<file path="src/rtl/sweep_pkg.sv">
// Shared types and helpers for the exhaustive-sweep checker.
// Contents:
//   - sweep_state_t : controller states (IDLE, RUN, DONE)
//   - settle_width  : width of the settle counter for a given SETTLE value
//   - SETTLE_W      : settle counter width for the default SETTLE of 1
package sweep_pkg;

  typedef enum logic [1:0] {
    IDLE = 2'd0,
    RUN  = 2'd1,
    DONE = 2'd2
  } sweep_state_t;

  // Bits needed to count 0..settle inclusive, never less than one bit.
  // Written as a loop so it stays a plain constant function for any tool.
  function automatic int settle_width(input int settle);
    int w;
    w = 1;
    while ((1 << w) <= settle) begin
      w = w + 1;
    end
    return w;
  endfunction

  localparam int SETTLE_DEFAULT = 1;
  localparam int SETTLE_W       = settle_width(SETTLE_DEFAULT);

endpackage

</file>
<file path="src/rtl/sweep_vec_ctr.sv">
// Vector and settle counters for the exhaustive-sweep checker.
// o_stim is the vector currently applied to the DUT and the reference model.
// o_cmp is high on the cycle whose closing edge samples the outputs, i.e.
// once the vector has been held for SETTLE idle cycles.
// o_last flags the all-ones vector, the final one of the sweep.
// i_clear returns both counters to zero and wins over i_en.
module sweep_vec_ctr
  import sweep_pkg::*;
#(
  parameter int IN_W   = 3,
  parameter int SETTLE = 1
) (
  input  logic            i_clk,
  input  logic            i_rst,
  input  logic            i_clear,
  input  logic            i_en,
  output logic [IN_W-1:0] o_stim,
  output logic            o_cmp,
  output logic            o_last
);

  localparam int                 SW        = settle_width(SETTLE);
  localparam logic [SW-1:0]      SETTLE_V  = SW'(SETTLE);
  localparam logic [SW-1:0]      SETTLE_1  = SW'(1);
  localparam logic [IN_W-1:0]    STIM_ONE  = IN_W'(1);
  localparam logic [IN_W-1:0]    STIM_LAST = {IN_W{1'b1}};

  logic [IN_W-1:0] stim_q;
  logic [IN_W-1:0] stim_d;
  logic [SW-1:0]   settle_q;
  logic [SW-1:0]   settle_d;

  // Compare strobe and last-vector flag are decoded straight from the counters.
  always_comb begin
    o_stim = stim_q;
    o_cmp  = i_en && (settle_q == SETTLE_V);
    o_last = (stim_q == STIM_LAST);
  end

  // Hold each vector for SETTLE cycles, then advance and restart the settle count.
  always_comb begin
    stim_d   = stim_q;
    settle_d = settle_q;
    if (i_clear) begin
      stim_d   = '0;
      settle_d = '0;
    end else if (i_en) begin
      if (o_cmp) begin
        stim_d   = stim_q + STIM_ONE;
        settle_d = '0;
      end else begin
        settle_d = settle_q + SETTLE_1;
      end
    end
  end

  // Counter registers, cleared asynchronously by reset.
  always_ff @(posedge i_clk or posedge i_rst) begin
    if (i_rst) begin
      stim_q   <= '0;
      settle_q <= '0;
    end else begin
      stim_q   <= stim_d;
      settle_q <= settle_d;
    end
  end

endmodule

</file>
<file path="config.mk">
export PLATFORM = sky130hd
export DESIGN_NAME = sweep_vec_ctr
export DESIGN_NICKNAME = d
export VERILOG_FILES = /design/src/rtl/sweep_pkg.sv /design/src/rtl/sweep_vec_ctr.sv
export SDC_FILE = /design/constraint.sdc
export NUM_CORES = 1
export LEC_CHECK = 0
export ABC_CLOCK_PERIOD_IN_PS = 1900
export CAP_MARGIN = 20
export CORE_AREA = 2 2 39 41
export CTS_CLUSTER_DIAMETER = 80
export DETAILED_ROUTE_END_ITERATION = 10
export DIE_AREA = 0 0 41 43
export PLACE_DENSITY = 0.35
export SLEW_MARGIN = 20
export SYNTH_ARGS = -nofsm -noshare
export SYNTH_HDL_FRONTEND = slang
export SYNTH_SLANG_ARGS = --single-unit
</file>
<file path="constraint.sdc">
create_clock -name i_clk -period 1.9 [get_ports i_clk]
set_clock_uncertainty 0.2 [all_clocks]
set_input_delay 0.285 -clock i_clk [delete_from_list [all_inputs] [get_ports i_clk]]
set_output_delay 0.285 -clock i_clk [all_outputs]
set_load 0.02 [all_outputs]
</file>
---- After elaboration in Yosys (flattened, before gate mapping) ----
Cells that the tools add are included.
operators by class
  multiplexer cells ....................... 6
  equality and inequality tests ........... 1
  add/subtract/negate cells ............... 2
  reduce and logical (&&, ||, !) cells .... 4
operator list
  kind                                          number
  two-way mux 3 bit                             3
  nonzero test 2 bit                            2
  adder 3 x 1 -> 3 bit (second input constant)  1
  equality test 3 bit (second input constant)   1
  two-way mux 1 bit                             3
  AND reduction 2 bit                           1
  adder 1 bit (second input constant)           1
  logical AND 1 bit                             1
word-level totals
  word-level logic and storage cells ...... 15
  input port bits ......................... 4
  bits in registers ....................... 4

---- Depth between registers and ports, before layout ----
  depth after elaboration ................. 4
  depth in mapped cells ................... 4
  depth with buffers taken out ............ 4

---- Least setup slack after synthesis ----
Ideal clock, no wire load.
  kind .................................... register to output
  start ................................... register stim_q[0], in the netlist o_stim[0]
  end ..................................... output port o_last
  arrival ................................. 0.927 ns
  data required time ...................... 1.415 ns
  setup slack ............................. 0.488 ns
  stages on the path, launching flop included .. 3
  cell sequence ........................... dfrtp_1 -> ha_1 -> ha_1
between the ends
  cells in the longest elaborated chain, start to end .. 1
ends and longest elaborated chain
  what                    line                 text
  start, declared         sweep_vec_ctr.sv:28  logic [IN_W-1:0] stim_q;
  start signal, assigned  sweep_vec_ctr.sv:63  stim_q <= stim_d;
  equality test 3 bit     sweep_vec_ctr.sv:37  o_last = (stim_q == STIM_LAST);
  end, declared           sweep_vec_ctr.sv:19  output logic o_last
No other way between the ends.

---- Worst setup path in the final report ----
Same ends and word-level chain as after synthesis.

==> metrics.csv <==
metric,value,unit
syn_to_final_growth,62.8,%
slew_headroom,85.8,%
pwr-share-clk,43.6,%
yosysWarnings,0,
seqPwrFrac,38.8,%
worstPathArrival,1.31,ns
yosys-top-cells-area,"dfrtp_1 47%, ha_1 12%, a21bo_2 9.3%",
fmax,556,MHz
io_buffers,8,
swShare,23.2,%
drtIter0Drc,4,
post-dp-hpwl,351,µm
antenna_cells,0,
final_cells,48,
io_pins,9,
grt_first_pass_wirelength,731,µm
dr.pass1.iters,2,
cts_resized,2,
grt.overflow.total,0,
synthDistinctLibCells,11,
setup_violations,0,
grt_antenna_before_repair,0,
postRouteAntennaNets,0,
final_core_util,25.3,%
critical_path_peak_fanout,4,
dieWidth,41,µm
r2r_start,o_stim[0]$_DFFE_PP0P_,
track_usage,6.85,%
nFillCells,158,
period_minus_slack,1.80,ns
path_class,flop to output port,
die_area,1760,µm²
cts_tree,built,
slowest_delay,0.40,ns
h-tree-depth,1,
crit_path_cell_trace,"ha_1, ha_1, dlygate4sd2_1",
avgRoutedWirePerCell,9.29,µm
die_height,43,µm
worstHoldPathType,input pin to asynchronous set/reset pin,
final-max-slew-violation-count,0,
worstPathRequired,1.41,ns
synth_top_area_share,46.5,%
via_per_inst,3.81,
timing.final.hold_violations,0,
power.switching,0.0000553,W
tightest_slew,0.213,ns
crit_start,o_stim[0]$_DFFE_PP0P_,
cp-start-kind,flop,
row_count,14,
finalCritPeriodShare,94.7,%
drive_gt1_share,28.1,%
core,1380,µm²
leakage,0.174,nW
grt_max_degree,6,
place_congestion,0.636,
outcome,"finished, final reports clean",
num-nets-final,40,
dp_cells,45,
wl,446,µm
fin_total_pwr,0.000239,W
clkTransAtPathRegs,0.04,ns
rsz0062_at_grt,false,
power_frac_comb,17.6,%
worstSkewPairLatency,0.23,ns
critPathCaptureType,output port,
drc,0,
syn_area,215,µm²
syn_nets,25,
dr_total_vias,183,
p_int,0.000184,W
cts_buffer_depth,2,
clock-sinks,4,
grt_pass1_vias,199,
start_util,15.6,%
avgSynthCellArea,11.3,µm²
power.density,682,nW/µm²
maxCapViolCount,0,
yosys.area.top_type,dfrtp_1,
crit_top_cell,ha_1,
ir_drop,267,µV
ys_seq_area_share,46.5,%
slowest_stage,dfrtp_1,
clockRootBuffer,clkbuf_4,
synthCells,19,
cts_buffers,3,
holdBufCountCts,0,
post-cts-setup-buffers,0,
synth-seq-cells,4,
-- worst paths after layout --
path / to / slack [ns] / depth (start not counted)
worst max-delay path: o_last / 0.10 / 3
worst min-delay path: o_stim[2]$_DFFE_PP0P_ / 0.04 / 2
worst min register to register: o_stim[0]$_DFFE_PP0P_ / 0.46 / 2
worst max register to register: o_stim[2]$_DFFE_PP0P_ / 0.57 / 4
min in group i_clk: o_stim[0]$_DFFE_PP0P_ / 0.46 / 2
max in group asynchronous: o_stim[0]$_DFFE_PP0P_ / 1.31 / 2
-- cell usage in the layout (no fill, tap or decap) --
master,count
buf_4,2
dfrtp_1,4
clkdlybuf4s50_1,6
ha_1,2
nor2_1,2
nand3_1,2
inv_1,1
a21bo_2,2
and2_4,1
clkbuf_4,3
a21oi_1,2
nor2b_1,1
xnor2_1,1
dlygate4sd2_1,2
mux2_4,1
-- sequential cells by signal (all words and copies together), names as in the netlist --
name / count
o_stim: 3
settle_q: 1
-- synth_stat cells --
cell,number
nand3_1,2
nor2b_1,1
a21oi_1,2
mux2_4,1
dfrtp_1,4
inv_1,1
a21bo_2,2
xnor2_1,1
nor2_1,2
ha_1,2
and2_4,1
-- power groups by stage --
stage	clock, W	sequential [W]	combinational [W]
2_1_floorplan	0	0.0000980	0.0000155
3_3_place_gp	0	0.0000939	0.0000432
3_5_place_dp	0	0.0000942	0.0000433
4_1_cts	0.000109	0.0000931	0.0000427
5_1_grt	0.000110	0.0000937	0.0000458
6_report	0.000104	0.0000928	0.0000420
-- layout make-up --
cell class                      count  area [µm²]  share of cell area, %
Timing Repair Buffer               10        92.6                   26.4
Multi-Input combinational cell     14         111                   31.8
Inverter                            1        3.75                   1.07
Clock buffer                        3        22.5                   6.43
Sequential cell                     4         100                   28.6
Tap cell                           16        20.0                   5.71
-- metrics by stage --
stage          setup slack [ns]  TNS [ns]  instance area, µm²  hold slack (ns)
2_1_floorplan             0.488         0                 215           -0.149
3_3_place_gp             -0.128    -0.128                 330            0.289
3_5_place_dp             -0.120    -0.120                 330            0.295
4_1_cts                  0.0773         0                 350           0.0463
5_1_grt                  0.0179         0                 350           0.0692
6_report                  0.100         0                 350           0.0430
-- metal layers --
metal  global-route usage [%]  vias to the layer above  part of all wire, %
met5                        0                        -                    0
met4                     8.00                        0                    0
met1                     8.12                       83                   52
met2                     7.81                        8                   39
met3                     3.14                        0                  9.2
li1                         -                       92                    -
-- critical path, delay by kind of cell (launching register included) --
kind	cells	cell delay (ns)
flip-flops	1	0.40
adder cells (fa/ha/maj)	2	0.37
buffers and inverters	1	0.31
-- kinds of logic (layout without fill, tap and decap cells) --
logic type                 after synthesis  count (layout)  share of synthesized area, %
muxes                                    1               1                          6.97
DFF                                      4               4                          46.5
and+or+nand+nor                          6               6                          15.1
xor gates and xnor gates                 1               1                          4.07
buffers and inverters                    1              14                          1.74
adders and majority gates                2               2                          11.6
AOI/OAI and AO/OA                        4               4                          14.0
(Power assumes the default switching activity.)
